[src/rtl/adc_ch_accum_pkg.sv]
// adc_ch_accum_pkg
// Shared definitions for the per-channel ADC accumulator. The *_DEF constants
// are the system defaults. CH_NUM_DEF is also used by the ADG408 address
// sequencer, so the channel count is defined once for both blocks.
package adc_ch_accum_pkg;

    localparam int ADC_W_DEF      = 12;   // ADC sample width, unsigned
    localparam int SUM_SHIFT_DEF  = 4;    // log2 of samples per channel
    localparam int SETTLE_CYC_DEF = 32;   // cycles discarded after each mux switch
    localparam int CH_NUM_DEF     = 7;    // channels per sweep, 1..8

    // Width of a full channel sum. It is sized so that the worst case,
    // 2^SUM_SHIFT samples of full-scale data, cannot wrap.
    localparam int SUM_W = ADC_W_DEF + SUM_SHIFT_DEF;

    // Channel index width. It is fixed because the ADG408 has eight inputs.
    localparam int CH_W = 3;

    typedef enum logic [1:0] {
        IDLE   = 2'd0,
        SETTLE = 2'd1,
        ACCUM  = 2'd2
    } state_t;

    // Returns the counter width needed to hold a settle load of 'cyc'.
    function automatic int settle_cnt_w(input int cyc);
        return (cyc < 1) ? 1 : $clog2(cyc + 1);
    endfunction

endpackage

[src/rtl/adc_settle_timer.sv]
// adc_settle_timer
// Loadable down-counter. It counts while 'en' is high and asserts 'done'
// combinationally in the last counted cycle. Loading with N gives 'done' in
// the N-th enabled cycle after the load.
module adc_settle_timer
    import adc_ch_accum_pkg::*;
#(
    parameter int CNT_W = settle_cnt_w(SETTLE_CYC_DEF)
) (
    input  logic             clks,
    input  logic             rst_n,
    input  logic             load,
    input  logic [CNT_W-1:0] load_val,
    input  logic             en,
    output logic             done
);

    logic [CNT_W-1:0] cnt;

    // Counter: a load wins over counting, and the count holds at zero.
    always_ff @(posedge clks or negedge rst_n) begin
        if (!rst_n) begin
            cnt <= '0;
        end else if (load) begin
            cnt <= load_val;
        end else if (en && (cnt != '0)) begin
            cnt <= cnt - 1'b1;
        end
    end

    // 'done' is suppressed while a load is pending so that a restart cannot
    // end the fresh interval early.
    assign done = en && !load && (cnt == CNT_W'(1));

endmodule

[src/rtl/adc_ch_accum.sv]
// adc_ch_accum
// Per-channel ADC sample accumulator. This block sits upstream of the ADG408
// mux address sequencer. After each channel switch it discards SETTLE_CYC
// cycles. It then sums 2^SUM_SHIFT valid samples, publishes the result and
// pulses en_NT so the sequencer moves to the next channel. When the last of
// CH_NUM channels completes, it pulses all_done and returns to IDLE.
//
// Build option: define ADC_CH_ACCUM_AVG_EN to publish the channel mean
// (sum >> SUM_SHIFT, zero-extended) instead of the raw sum. Timing and
// handshake are identical in both builds.
module adc_ch_accum
    import adc_ch_accum_pkg::*;
#(
    parameter int ADC_W      = ADC_W_DEF,
    parameter int SUM_SHIFT  = SUM_SHIFT_DEF,
    parameter int SETTLE_CYC = SETTLE_CYC_DEF,
    parameter int CH_NUM     = CH_NUM_DEF
) (
    input  logic                       clks,
    input  logic                       rst_n,
    input  logic                       start,
    input  logic [ADC_W-1:0]           adc_data,
    input  logic                       adc_valid,
    output logic                       en_NT,
    output logic [ADC_W+SUM_SHIFT-1:0] sum_out,
    output logic                       sum_valid,
    output logic [CH_W-1:0]            sum_ch,
    output logic                       all_done,
    output logic                       busy
);

    // ------------------------------------------------------------------
    // Derived constants
    // ------------------------------------------------------------------
    localparam int ACC_W  = ADC_W + SUM_SHIFT;
    localparam int SCNT_W = settle_cnt_w(SETTLE_CYC);
    // One extra bit keeps the counter legal even for a single-sample channel.
    localparam int SAMP_W = SUM_SHIFT + 1;

    localparam logic [SAMP_W-1:0] LAST_SAMP   = SAMP_W'((1 << SUM_SHIFT) - 1);
    localparam logic [CH_W-1:0]   LAST_CH     = CH_W'(CH_NUM - 1);
    localparam logic [SCNT_W-1:0] SETTLE_LOAD = SCNT_W'(SETTLE_CYC);

    // ------------------------------------------------------------------
    // Internal signals
    // ------------------------------------------------------------------
    state_t              state;
    state_t              next_state;

    logic [ACC_W-1:0]    acc;
    logic [ACC_W-1:0]    acc_next;
    logic [ACC_W-1:0]    sum_next;
    logic [SAMP_W-1:0]   samp_cnt;
    logic [CH_W-1:0]     ch_cnt;

    logic                settle_done;
    logic                timer_load;
    logic                timer_en;
    logic                accept;
    logic                complete;
    logic                last_ch;

    // ------------------------------------------------------------------
    // Settle interval timer
    // ------------------------------------------------------------------
    // The timer is loaded on start and on every non-final completion, which
    // are the two moments a new channel begins. It counts only in SETTLE,
    // so the first sample can be accepted SETTLE_CYC + 1 cycles after the
    // load.
    adc_settle_timer #(
        .CNT_W (SCNT_W)
    ) u_settle_timer (
        .clks     (clks),
        .rst_n    (rst_n),
        .load     (timer_load),
        .load_val (SETTLE_LOAD),
        .en       (timer_en),
        .done     (settle_done)
    );

    // ------------------------------------------------------------------
    // Accumulator arithmetic
    // ------------------------------------------------------------------
    // The accumulator is wide enough for a full-scale channel, so a plain
    // add is used and no saturation is needed.
    assign acc_next = acc + ACC_W'(adc_data);

`ifdef ADC_CH_ACCUM_AVG_EN
    // The mean is the completed sum shifted down. The upper bits fill with
    // zeros, so the published value is zero-extended.
    assign sum_next = acc_next >> SUM_SHIFT;
`else
    assign sum_next = acc_next;
`endif

    // ------------------------------------------------------------------
    // FSM: state register
    // ------------------------------------------------------------------
    // Sequential state update.
    always_ff @(posedge clks or negedge rst_n) begin
        // NOTE: clocked processes use non-blocking '<=' so every register
        // samples its inputs from before the edge, whatever the process
        // order.
        if (!rst_n) begin
            state <= IDLE;
        end else begin
            state <= next_state;
        end
    end

    // ------------------------------------------------------------------
    // FSM: next-state logic
    // ------------------------------------------------------------------
    // Next state. start restarts the sweep from any state and overrides a
    // completion in the same cycle.
    always_comb begin
        // NOTE: assigning a default before the case means every path drives
        // next_state, so no latch is inferred.
        next_state = state;
        if (start) begin
            next_state = SETTLE;
        end else begin
            unique case (state)
                IDLE:    next_state = IDLE;
                SETTLE:  if (settle_done) next_state = ACCUM;
                ACCUM:   if (complete)    next_state = last_ch ? IDLE : SETTLE;
                default: next_state = IDLE;
            endcase
        end
    end

    // ------------------------------------------------------------------
    // FSM: output / control decode
    // ------------------------------------------------------------------
    // Control strobes for the datapath and the timer, plus busy.
    always_comb begin
        accept     = 1'b0;
        complete   = 1'b0;
        last_ch    = 1'b0;
        timer_en   = 1'b0;
        timer_load = start;
        busy       = 1'b0;
        unique case (state)
            IDLE: begin
                busy = 1'b0;
            end
            SETTLE: begin
                busy     = 1'b1;
                timer_en = 1'b1;
            end
            ACCUM: begin
                busy     = 1'b1;
                // A sample that arrives together with start is discarded,
                // because the channel it belongs to is being aborted.
                accept   = adc_valid && !start;
                complete = accept && (samp_cnt == LAST_SAMP);
                last_ch  = complete && (ch_cnt == LAST_CH);
                if (complete && !last_ch) begin
                    timer_load = 1'b1;
                end
            end
            default: begin
                busy = 1'b0;
            end
        endcase
    end

    // ------------------------------------------------------------------
    // Datapath: accumulator, sample counter, channel counter
    // ------------------------------------------------------------------
    // Accumulate accepted samples and clear everything on restart or at a
    // channel boundary.
    always_ff @(posedge clks or negedge rst_n) begin
        if (!rst_n) begin
            acc      <= '0;
            samp_cnt <= '0;
            ch_cnt   <= '0;
        end else if (start) begin
            acc      <= '0;
            samp_cnt <= '0;
            ch_cnt   <= '0;
        end else if (complete) begin
            acc      <= '0;
            samp_cnt <= '0;
            ch_cnt   <= last_ch ? '0 : ch_cnt + 1'b1;
        end else if (accept) begin
            acc      <= acc_next;
            samp_cnt <= samp_cnt + 1'b1;
        end
    end

    // ------------------------------------------------------------------
    // Result registers and handshake pulses
    // ------------------------------------------------------------------
    // Publish the channel result one cycle after its last sample. sum_out
    // and sum_ch hold until the next completion.
    always_ff @(posedge clks or negedge rst_n) begin
        if (!rst_n) begin
            en_NT     <= 1'b0;
            sum_valid <= 1'b0;
            all_done  <= 1'b0;
            sum_out   <= '0;
            sum_ch    <= '0;
        end else begin
            en_NT     <= complete;
            sum_valid <= complete;
            all_done  <= last_ch;
            if (complete) begin
                sum_out <= sum_next;
                sum_ch  <= ch_cnt;
            end
        end
    end

endmodule

[config.mk]
export PLATFORM = sky130hd
export DESIGN_NAME = adc_ch_accum
export DESIGN_NICKNAME = d
export VERILOG_FILES = /design/src/rtl/adc_ch_accum_pkg.sv /design/src/rtl/adc_settle_timer.sv /design/src/rtl/adc_ch_accum.sv
export SDC_FILE = /design/constraint.sdc
export NUM_CORES = 1
export LEC_CHECK = 0
export CAP_MARGIN = 15
export CORE_MARGIN = 5
export CORE_UTILIZATION = 55
export CTS_CLUSTER_DIAMETER = 40
export DETAILED_ROUTE_END_ITERATION = 10
export GPL_TIMING_DRIVEN = 1
export MAX_ROUTING_LAYER = met4
export PLACE_DENSITY = 0.92
export RECOVER_POWER = 50
export SYNTH_ARGS = -nofsm -noshare
export SYNTH_HDL_FRONTEND = slang
export SYNTH_SLANG_ARGS = --single-unit
[constraint.sdc]
create_clock -name clks -period 2.4 [get_ports clks]
set_input_delay 0.48 -clock clks [delete_from_list [all_inputs] [get_ports clks]]
set_output_delay 0.48 -clock clks [all_outputs]
set_load 0.05 [all_outputs]
==> flow_summary.json <==
{
  "clock_skew_ns": 0.01320,
  "ys_top_cells_by_area": "dfrtp_1 (46%), ha_1 (9.2%), nand2_1 (7.4%)",
  "avgViaCountPerCell": 5.631,
  "post_synth_inst_count": 300,
  "required_ns": 2.59,
  "grtUsageTotal_pct": 22.64,
  "rows": 26,
  "start_kind": "input port",
  "synth.top_cell.area_share_pct": 46.49,
  "gr-usage-met2_pct": 40.15,
  "dp.final_hpwl_um": 5223,
  "use_met3_pct": 4.715,
  "wl_per_cell_um": 16.00,
  "core_mm2": 0.005075,
  "critical_path_class": "in2reg",
  "ys_warn_count": 0,
  "path_clk_slew_ns": 0.10,
  "hold_viol": 0,
  "gp_congestion": 0.8789,
  "synthSimpleGateAreaFrac_pct": 15.88,
  "fin_crit_sh_pct": 98.10,
  "max_cap_viol_count": 0,
  "dieArea_mm2": 0.006727,
  "io_buffers": 38,
  "placed_cell_area_mm2": 0.003586,
  "cpPeakStageDelay_ns": 0.51,
  "r2r_cells": 9,
  "synth-adder-area-share_pct": 9.912,
  "vias": 2534,
  "status": "complete, no violations",
  "dominantRegCellSynth": "dfrtp_1",
  "die_h_um": 82.02,
  "setup_violations": 0,
  "synth_area_per_cell_um2": 9.509,
  "synth_xor_xnor_area_share_pct": 5.833,
  "end_kind": "flip-flop",
  "initialDrtViolationCount": 122,
  "grt_max_degree": 23,
  "cts_tree": "built",
  "fillers": 368,
  "synth_edf_count": 0,
  "drc_errors": 0,
  "ant_nets": 0,
  "final_common_cell": "nand2_1",
  "final_design_area_no_fill_mm2": 0.003775,
  "async_flop_share_pct": 100.0,
  "crit_chain": "clkdlybuf4s50_1 > ha_4 > a211o_1 > a31o_2 > buf_4 > a21o_1 > a21oi_2 > xor2_1 > o21ai_0",
  "ir_drop_mv": 0.4759,
  "cp.depth": 9,
  "synth_seq_area_share_pct": 46.49,
  "synth_top_family_by_area": "compound AO/OA/AOI/OAI gates",
  "holdCritPathClass": "in2async",
  "grt.busiest_layer": "met2",
  "diodes": 0,
  "grt_pass1_vias": 2578,
  "initial_core_util_pct": 56.21,
  "gr-usage-met1_pct": 26.36,
  "area_delta_synth_final_pct": 32.32,
  "htreeDepth": 2,
  "fin_crit_ns": 2.354,
  "root_buffer": "clkbuf_8",
  "cp_top_family": "compound AO/OA/AOI/OAI gates",
  "critPathSlowestCell": "clkdlybuf4s50_1",
  "die-width_um": 82.02,
  "worstPathArrival_ns": 2.54,
  "grt_pass1_wl_um": 11560,
  "drive_gt1_share_pct": 17.63,
  "fin_nets": 417,
  "tightest_slew_ns": 1.193,
  "cts_num_sinks": 53,
  "holdWs_ns": 0.3859,
  "r2r_start": "acc[0]",
  "drt_pass1_iterations": 4,
  "slew_headroom_pct": 20.48,
  "path_buf_inv": 2,
  "grt_antenna_before_repair": 0,
  "synthMuxAreaShare_pct": 0,
  "cp-startpoint": "adc_data[4]",
  "boundaryPins": 39,
  "finalWirelength_um": 7199,
  "yosysUniqueCellTypes": 47,
  "synth_compound_area_share_pct": 18.68,
  "grt_overflow": 0,
  "slew_violations": 0,
  "layout_common_cells": "nand2_1 (55), dfrtp_1 (53), buf_4 (40)",
  "cts_max_path_buffers": 2,
  "numCtsBuffers": 5,
  "p_per_area_mw_per_mm2": 510.2,
  "syn-cell-area_mm2": 0.002853,
  "ys_ff_latch": 53,
  "yosys.area.top_type": "dfrtp_1",
  "clk_latency_ns": 0.31,
  "fmax_mhz": 424.8,
  "syn_nets": 338,
  "cp_max_fo": 5,
  "leakage_nw": 1.807
}
-- registers in the layout, indices dropped and copies added (netlist names) --
| register | count |
|---|---|
| acc | 16 |
| samp_cnt | 5 |
| state | 2 |
| ch_cnt | 3 |
| sum_valid | 1 |
| sum_ch | 3 |
| u_settle_timer.cnt | 6 |
| all_done | 1 |
| sum_out | 16 |
-- where the power goes --
part / internal (mW) / leakage [nW] / total, mW / switching [mW]
Clock: 0.203 / 0.0450 / 0.498 / 0.295
Combinational: 0.185 / 1.03 / 0.446 / 0.260
Sequential: 0.941 / 0.727 / 0.982 / 0.0418
-- final cells by class --
type | instances | area, um^2 | share of cell area (%)
clock inverters | 2 | 10.01 | 0.2652
inverters | 11 | 41.29 | 1.094
clock buffers | 6 | 72.57 | 1.922
flip-flops and latches | 53 | 1326 | 35.13
multi-input cells | 226 | 1545 | 40.93
repair buffers | 82 | 691.9 | 18.33
well taps | 70 | 87.58 | 2.320
-- path summary, 6_finish.rpt --
check	end	slack (ns)
setup / recovery	acc[8]	0.05
hold / removal	sum_out[3]	0.39
setup reg to reg	acc[8]	0.08
hold reg to reg	sum_ch[1]	0.49
max in group asynchronous	sum_out[13]	0.59
min in group clks	sum_ch[1]	0.49
-- synthesized netlist by cell type, types with 2 or more instances --
| master | n |
|---|---|
| a21o_1 | 6 |
| dfrtp_1 | 53 |
| o21ai_0 | 26 |
| xor2_1 | 12 |
| a21oi_1 | 15 |
| nand3_1 | 5 |
| inv_1 | 11 |
| nor3_1 | 5 |
| nor4_1 | 2 |
| nand2_1 | 56 |
| nor3b_1 | 2 |
| ha_1 | 21 |
| or3_1 | 4 |
| a211oi_1 | 3 |
| o211ai_1 | 4 |
| nor2_1 | 17 |
| xnor2_1 | 7 |
| o21a_1 | 2 |
| nand4_1 | 3 |
| a22o_1 | 4 |
| clkbuf_1 | 7 |
| a31oi_1 | 6 |
| and3_1 | 5 |
-- repair_timing --
action	4_1_cts	5_1_grt
pin swaps	7	7
cloned	0	0
setup buffers	0	1
resized for setup	7	18
hold buffers	0	0
endpoints found under the setup margin	10	9
-- kinds of logic after synthesis --
family,Yosys count
flip-flops,53
adder cells (fa/ha/maj),22
XOR/XNOR,19
AND/OR/NAND/NOR,103
buffers and inverters,21
AO/OA/AOI/OAI,82
-- stage by stage --
step / setup TNS (ns) / std cells / utilization [%] / worst slack, ns / total power [mW]
floorplan: 0 / 300 / - / 0.04625 / 1.295
global placement: -5.093 / 441 / 70.66 / -0.4027 / 1.421
global route: -0.008261 / 450 / 74.38 / -0.008261 / 2.019
detailed placement: -5.758 / 441 / 70.66 / -0.4522 / 1.444
CTS: 0 / 449 / 72.51 / 0.0004874 / 1.930
finish: 0 / 450 / 74.38 / 0.04568 / 1.926
-- metal layers --
metal	wire length, um	up-vias
met1	2992	1233
met5	0	-
met2	3761	76
met3	348	12
li1	-	1213
met4	96	0
Power figures use the tool's default switching activity.
